[src/rtl/queue_wr_arbiter.sv]
// Purpose : round-robin arbiter merging N_REQ valid/ready producers onto one queue write port.
// Latency : a word accepted in cycle t is on q_write/q_din in cycle t+1; one word per cycle sustained.
// Backpr. : q_full with q_write=1 holds the output register and withholds every req_ready.
//
// Ports:
//   clk, reset          clock and synchronous active-high reset
//   req_valid/req_data  per-requester offer; requester i owns req_data[i*DATA_W +: DATA_W]
//   req_ready           one-hot (or zero) combinational grant; a set bit means the word is taken
//   q_full              queue full flag
//   q_write/q_din       registered write strobe and data to the queue
//   q_src_id            requester index of the word currently on q_din
//   stall_cnt           saturating count of cycles with q_write=1 and q_full=1
module queue_wr_arbiter #(
    parameter int N_REQ  = 4,
    parameter int DATA_W = 16,
    parameter int ID_W   = 2     // must be at least clog2(N_REQ)
) (
    input  logic                    clk,
    input  logic                    reset,
    input  logic [N_REQ-1:0]        req_valid,
    input  logic [N_REQ*DATA_W-1:0] req_data,
    output logic [N_REQ-1:0]        req_ready,
    input  logic                    q_full,
    output logic                    q_write,
    output logic [DATA_W-1:0]       q_din,
    output logic [ID_W-1:0]         q_src_id,
    output logic [15:0]             stall_cnt
);

    logic [ID_W-1:0] rr_ptr;
    logic            slot_free;
    logic            grant_vld;
    logic [ID_W-1:0] grant_idx;
    logic [ID_W-1:0] rr_ptr_nxt;

    // Index base+off reduced modulo N_REQ; off never exceeds N_REQ-1 so one
    // subtraction is enough, and codes >= N_REQ are never produced.
    function automatic logic [ID_W-1:0] wrap_add(input logic [ID_W-1:0] base, input int off);
        int s;
        s = int'(base) + off;
        if (s >= N_REQ) begin
            s = s - N_REQ;
        end
        return s[ID_W-1:0];
    endfunction

    // The register can take a new word when empty or when its word drains this cycle.
    assign slot_free = !q_write || !q_full;

    // Scan from rr_ptr with wrap-around; the first valid requester wins.
    always_comb begin
        grant_vld = 1'b0;
        grant_idx = '0;
        if (slot_free && !reset) begin
            for (int k = 0; k < N_REQ; k++) begin
                if (!grant_vld && req_valid[wrap_add(rr_ptr, k)]) begin
                    grant_vld = 1'b1;
                    grant_idx = wrap_add(rr_ptr, k);
                end
            end
        end
    end

    always_comb begin
        req_ready = '0;
        if (grant_vld) begin
            req_ready[grant_idx] = 1'b1;
        end
    end

    // Explicit wrap so non-power-of-two N_REQ never walks into unused codes.
    assign rr_ptr_nxt = (grant_idx == ID_W'(N_REQ - 1)) ? '0 : grant_idx + 1'b1;

    always_ff @(posedge clk) begin
        if (reset) begin
            q_write  <= 1'b0;
            q_din    <= '0;
            q_src_id <= '0;
            rr_ptr   <= '0;
        end else if (grant_vld) begin
            q_write  <= 1'b1;
            q_din    <= req_data[grant_idx*DATA_W +: DATA_W];
            q_src_id <= grant_idx;
            rr_ptr   <= rr_ptr_nxt;
        end else if (q_write && !q_full) begin
            // Word drained with nothing to replace it; data/id keep their last value.
            q_write <= 1'b0;
        end
    end

    always_ff @(posedge clk) begin
        if (reset) begin
            stall_cnt <= '0;
        end else if (q_write && q_full && (stall_cnt != 16'hFFFF)) begin
            stall_cnt <= stall_cnt + 16'd1;
        end
    end

endmodule

[config.mk]
export PLATFORM = sky130hd
export DESIGN_NAME = queue_wr_arbiter
export DESIGN_NICKNAME = d
export VERILOG_FILES = /design/src/rtl/queue_wr_arbiter.sv
export SDC_FILE = /design/constraint.sdc
export NUM_CORES = 1
export LEC_CHECK = 0
export BUFFER_PORTS_ARGS = -buffer_cell sky130_fd_sc_hd__buf_2
export CORE_MARGIN = 4
export CORE_UTILIZATION = 41
export DETAILED_ROUTE_END_ITERATION = 12
export MAX_ROUTING_LAYER = met4
export PLACE_DENSITY = 0.76
export SKIP_LAST_GASP = 1
export SLEW_MARGIN = 0
export SYNTH_ARGS = -nofsm -noshare
export SYNTH_HDL_FRONTEND = slang
export SYNTH_SLANG_ARGS = --single-unit
[constraint.sdc]
create_clock -name clk -period 2.05 [get_ports clk]
set_clock_uncertainty 0.2 [all_clocks]
set_input_delay 0.1025 -clock clk [delete_from_list [all_inputs] [get_ports clk]]
set_output_delay 0.1025 -clock clk [all_outputs]
set_load 0.01 [all_outputs]
After elaboration in Yosys (flattened, before gate mapping)
Index checks and enable logic that the tools add are counted.

word-level totals
  register bits after elaboration = 37
  bits of input ports = 71
  output and inout port bits = 39
  word-level logic and storage cells = 78

operators by class
  add/sub/neg operators = 9
  magnitude comparators = 10
  eq/ne operators = 2
  shift operators = 1
  muxes and demuxes = 35
  reductions and logical operators = 16

operators by type and width
  cell                   count
  $shiftx 64x7->16       1
  $mux 2                 14
  $add 16x1->16 const B  1
  $ne 16x16->1 const B   1
  $lt 2x3->1 const B     5
  $mux 1                 15
  $ge 3x3->1 const B     3
  $bmux 1 s2             4
  $logic_and 1x1->1      8
  $sub 2x1->2 const B    4
  $add 2x2->3 const B    2
  $logic_not 1->1        6
  $mux 4                 1
  $add 2x1->3 const B    1
  $ge 2x3->1 const B     1
  $add 2x1->2 const B    1
  $demux 1 s2            1
  $eq 2x2->1 const B     1
  $ge 2x1->1 const B     1
  $reduce_bool 2->1      1
  $logic_or 1x1->1       1

Longest topological paths before layout
  word-level depth = 25
  depth in mapped cells = 8
  mapped depth without buffers = 8

Least setup slack after synthesis
Ideal clock, no wire load.

  path type = flip-flop to flip-flop
  start point = register rr_ptr[0]
  end point = register rr_ptr[1]
  setup time = 0.136 ns
  arrival = 1.670 ns
  required time = 1.714 ns
  path slack = 0.045 ns
  cell stages (with the launch flop) = 9
  buffers on the path = 2
  period minus slack after synthesis = 2.005 ns
  cells stage by stage = dfxtp_1 -> or3b_2 -> buf_2 -> nand3_2 -> and3b_1 -> buf_6 -> ha_1 -> nand2_1 -> o21ai_0

on the way
  longest elaborated chain between the ends = 21
  elaborated cells between the ends (all ways) = 49
  those cells by class = add/sub (8); order compare (4); eq/ne (1); mux (30); reduce/logical (6)

ends and longest elaborated chain
  what                                              line    RTL
  start, declared                                   30      logic [ID_W-1:0] rr_ptr;
  start signal, assigned                            84      rr_ptr <= rr_ptr_nxt;
  $ge 2x3->1 / $sub 2x1->2 (equally long branches)  41, 42
  $mux 2                                            41      if (s >= N_REQ) begin
  $mux 2                                            54      if (slot_free && !reset) begin
  $bmux 1 s2                                        56      if (!grant_vld && req_valid[wrap_add(rr_ptr, k)]) begin
  $mux 1 (implied by the code)                      56
  $mux 1                                            56
  $mux 1                                            54
  $logic_not 1->1                                   56
  [... 7 more ...]                                  -
  $logic_not 1->1                                   56
  $logic_and 1x1->1                                 56
  $mux 2 (*)                                        56
  $mux 2 (*)                                        54
  via grant_idx[0]                                  33      logic [ID_W-1:0] grant_idx;
  $add 2x1->2 / $eq 2x2->1 (equally long branches)  72      assign rr_ptr_nxt = (grant_idx == ID_W'(N_REQ - 1)) ? '0 : grant_idx + 1'b1;
  $mux 2 (*)                                        72
  via rr_ptr_nxt[1]                                 34      logic [ID_W-1:0] rr_ptr_nxt;

Mark *: on every way through the listed nets, which the timed path passes. The rest lies on a longest branch. The select of a mux whose other input is x is not followed.
A chain may end at the register's enable or synchronous reset.

Final worst setup path
  start point = register rr_ptr[1]
  end point = output req_ready[3]

on the way
  longest elaborated chain between the ends = 24
  elaborated cells between the ends (all ways) = 52
  those cells by class = add/sub (7); order compare (6); mux (32); reduce/logical (7)

ends and longest elaborated chain
  what                                                                   line    RTL
  $ge 2x3->1 / $sub 2x1->2 (equally long branches)                       41, 42
  $mux 2                                                                 41
  $mux 2                                                                 54
  $bmux 1 s2                                                             56
  $mux 1 (implied by the code)                                           56
  $mux 1                                                                 56
  $mux 1                                                                 54
  $logic_not 1->1                                                        56
  [... 9 more ...]                                                       -
  $mux 2 (*)                                                             56
  $mux 2 (*)                                                             54
  via grant_idx[1]                                                       33
  $lt 2x3->1 (implied by the code) / $ge 2x1->1 (equally long branches)  67      req_ready[grant_idx] = 1'b1;
  $logic_and 1x1->1 (implied by the code)                                67
  $mux 1 (implied by the code)                                           67
  $demux 1 s2 (*)                                                        67
  $mux 4 (*)                                                             66      if (grant_vld) begin
  end, declared                                                          22      output logic [N_REQ-1:0] req_ready,

Marked as above.

==> impl_metrics.toml <==
[run_status]
status = "finished with violations"
violations = "setup timing"

[placed_design]
post-dp-hpwl_microns = 5236
gp_congestion = 0.8376
dp_cells = 434
io_buffers = 109

[synthesis]
seq_area_frac_synth_pct = 33.89
synth_edf_count = 0
synthFlopType = "dfxtp_1"
syn_nets = 318
yosysWarnings = 0
synth-seq-cells = 37
syn_area_per_cell_sq_um = 9.032
ys_types = 46
syn-cell-area_sq_um = 2186
syn_inst = 242
async_reset_ff_share_pct = 0

[worst_setup_path]
cp.required_ns = 1.75
cp_max_fo = 5
crit_type = "reg -> out"
r2r_slack_ns = -0.02
r2r-end = "q_din[5]$_SDFFE_PP0P_"
cp-start-kind = "register"
critPathCaptureType = "output pin"
reg2regPathDepth = 8
r2r-start = "rr_ptr[1]$_SDFFE_PP0P_"
worst_ep_arrival_time_ns = 1.88

[power_and_ir_drop]
combPwrFrac_pct = 38.6
p_int_w = 0.001482
irDropWorstVdd_mv = 0.3781
power_density_nw_per_um2 = 574.8
swShare_pct = 31.41
leakage_nw = 1.734
power_switching_w = 0.0006785
power_w = 0.002160
clkPwrFrac_pct = 23.2
pwr-share-seq_pct = 38.2

[layout]
drive_gt1_share_pct = 40.74
fillCellCount = 388
stdcell_count = 503
final_core_util_pct = 73.13
syn_to_final_growth_pct = 71.95
nets = 507

[clock_tree]
clk_pin_slew_ns = 0.08
cts.sinks = 37
clk_latency_ns = 0.29
cts.htree.levels = 2
numCtsBuffers = 5
clockRootBuffer = "clkbuf_8"
cts_tree = "done"
cts.path.max_buffers = 2

[sta]
hold_violations = 0
slew_viol_final = 0
max_freq_mhz = 458.9
setup_ws_ns = -0.1290
hold_slack_ns = 0.01200
post-route-period-util_pct = 106.3
rsz0062_at_grt = "yes"
tightest_slew_ns = 0.6273
slew_headroom_pct = 57.90
tns_ns = -0.4286
finalSetupViolCount = 5
timing.final.crit_period_ns = 2.179

[die]
ioPinCount = 110
num_rows = 26
dieArea_sq_um = 6563
die_y_microns = 81.02
start_util_pct = 42.53
dieWidth_microns = 81.02
core_area_sq_um = 5140

[worst_hold_path]
hp-class = "in -> reg"
min_to = "q_din[15]$_SDFFE_PP0P_"
hold_depth = 4
hp-start = "req_data[63]"

[global_route]
groute.usage.overall_pct = 25.99
first_global_vias = 2731
grt_max_degree = 26
antenna_found_initial = 0
grt_pass1_wl_microns = 12740
globalRouteOverflowTotal = 0

[routing]
dr.pass1.iters = 4
num_vias = 2750
drc_errors = 0
wirelength_microns = 8698
via_per_inst = 5.467
wl_per_cell_microns = 17.29
detail_route.iter0.violations = 113
antenna_left = 0

[run]
max-cap-violations = 0
final cells by class:
class	count	area (sq um)	share of cell area, %
inverters	6	27.53	0.7324
clock buffers	8	80.08	2.130
multi-input cells	189	1441	38.35
diodes	1	2.502	0.06658
repair buffers	192	1378	36.65
well taps	70	87.58	2.330
flip-flops and latches	37	742.0	19.74
registers in the layout, summed over array words and instances, names as in the netlist:
name	count
rr_ptr	2
q_write	1
stall_cnt	16
q_src_id	2
q_din	16
cell usage in the layout (no fill, tap or decap), drive strengths merged:
| cell | count |
|---|---|
| or3b | 1 |
| a211oi | 5 |
| a21o | 1 |
| clkbuf | 10 |
| and3 | 4 |
| mux2i | 29 |
| nand2 | 20 |
| a21oi | 13 |
| o21ai | 7 |
| and3b | 1 |
| or4 | 1 |
| or3 | 5 |
| dlygate4sd3 | 50 |
| nand4 | 5 |
| dfxtp | 37 |
| and4 | 7 |
| diode | 1 |
| nand3b | 6 |
| a41o | 1 |
| a221oi | 5 |
| o21bai | 5 |
| a2111oi | 3 |
| nor2b | 2 |
| nor2 | 19 |
| a31oi | 1 |
| a311oi | 2 |
| xnor2 | 8 |
| nand2b | 5 |
| o31ai | 2 |
| o221ai | 7 |
| buf | 140 |
| nand3 | 6 |
| nor4 | 4 |
| o211ai | 1 |
| and2 | 3 |
| nor3 | 5 |
| ha | 5 |
| inv | 6 |
kinds of logic after synthesis:
group,Yosys count,synth area share (%)
AND/OR/NAND/NOR,94,24.56
AO/OA/AOI/OAI,53,18.15
flip-flops,37,33.89
multiplexers,29,13.28
buffers and inverters,16,4.064
XOR/XNOR,8,3.206
adder cells (fa/ha/maj),5,2.862
power by group through the flow:
stage | clock, W | sequential (W) | combinational [W]
after detailed placement | 0 | 0.000838 | 0.000608
final | 0.000500 | 0.000826 | 0.000834
after global routing | 0.000529 | 0.000831 | 0.000888
after global placement | 0 | 0.000834 | 0.000592
after CTS | 0.000509 | 0.000822 | 0.000704
after floorplan | 0 | 0.000865 | 0.000314
what timing repair did:
action / 4_1_cts / 5_1_grt
pin swaps: 2 / 11
endpoints found under the setup margin: 4 / 14
hold endpoints to repair: 14 / 0
gates cloned: 0 / 1
resized for setup: 9 / 20
hold buffers: 50 / 0
setup buffers: 2 / 7
metal layers:
layer / up-vias / routed length [microns] / global-route usage [%]
met3: 32 / 482 / 4.989
met2: 129 / 4555 / 46.39
met4: 0 / 393 / 12.16
li1: 1291 / - / -
met1: 1298 / 3267 / 27.53
met5: - / 0 / -
worst max path at each step:
stage                                start                     end  slack [ns]  cells after the start
floorplan           rr_ptr[0]$_SDFFE_PP0P_  rr_ptr[1]$_SDFFE_PP0P_        0.04                      8
global placement              req_valid[0]   q_din[1]$_SDFFE_PP0P_        0.10                      7
detailed placement            req_valid[0]   q_din[1]$_SDFFE_PP0P_        0.06                      7
CTS                 rr_ptr[0]$_SDFFE_PP0P_            req_ready[0]       -0.05                      7
global route        rr_ptr[1]$_SDFFE_PP0P_            req_ready[3]       -0.20                      8
finish              rr_ptr[1]$_SDFFE_PP0P_            req_ready[3]       -0.13                      8
metrics by stage:
| step | setup WS [ns] | area, sq um |
|---|---|---|
| floorplan | 0.04457 | 2186 |
| global placement | 0.1037 | 2950 |
| detailed placement | 0.05864 | 2950 |
| CTS | -0.04589 | 3580 |
| global route | -0.1998 | 3756 |
| finish | -0.1290 | 3759 |
Yosys cell counts (2+ instances only):
library cell,count,share of area (%)
nand3_2,2,0.92
nor4_2,2,1.1
nor4_1,2,0.57
nor2_1,19,3.3
or3_1,5,1.4
mux2i_1,29,13
o221ai_1,7,2.8
o21bai_1,5,1.7
buf_2,2,0.46
nand3_1,4,0.92
buf_6,3,1.5
nor2b_1,2,0.57
inv_2,2,0.34
inv_1,4,0.69
a311oi_1,2,0.80
nand4_1,5,1.4
a221oi_1,5,2.0
and3_1,4,1.1
nand2_1,19,3.3
a21oi_1,12,2.7
nor3_1,5,1.1
dfxtp_1,37,34
xnor2_1,8,3.2
and4_1,7,2.8
and2_1,3,0.86
a211oi_1,5,1.7
o31ai_1,2,0.69
o21ai_0,5,1.1
a2111oi_2,3,2.1
ha_1,5,2.9
clkbuf_1,3,0.52
nand2b_1,5,1.4
nand3b_1,6,2.1
critical path, cell delays in order, from the launching register on:
cell,delay (ns)
dfxtp_1,0.36
nand2_1,0.08
a311oi_2,0.37
nor2_2,0.11
nand2_2,0.15
inv_4,0.07
ha_2,0.16
and3_1,0.14
buf_2,0.14
No activity file was read; power rests on OpenSTA's default activity.
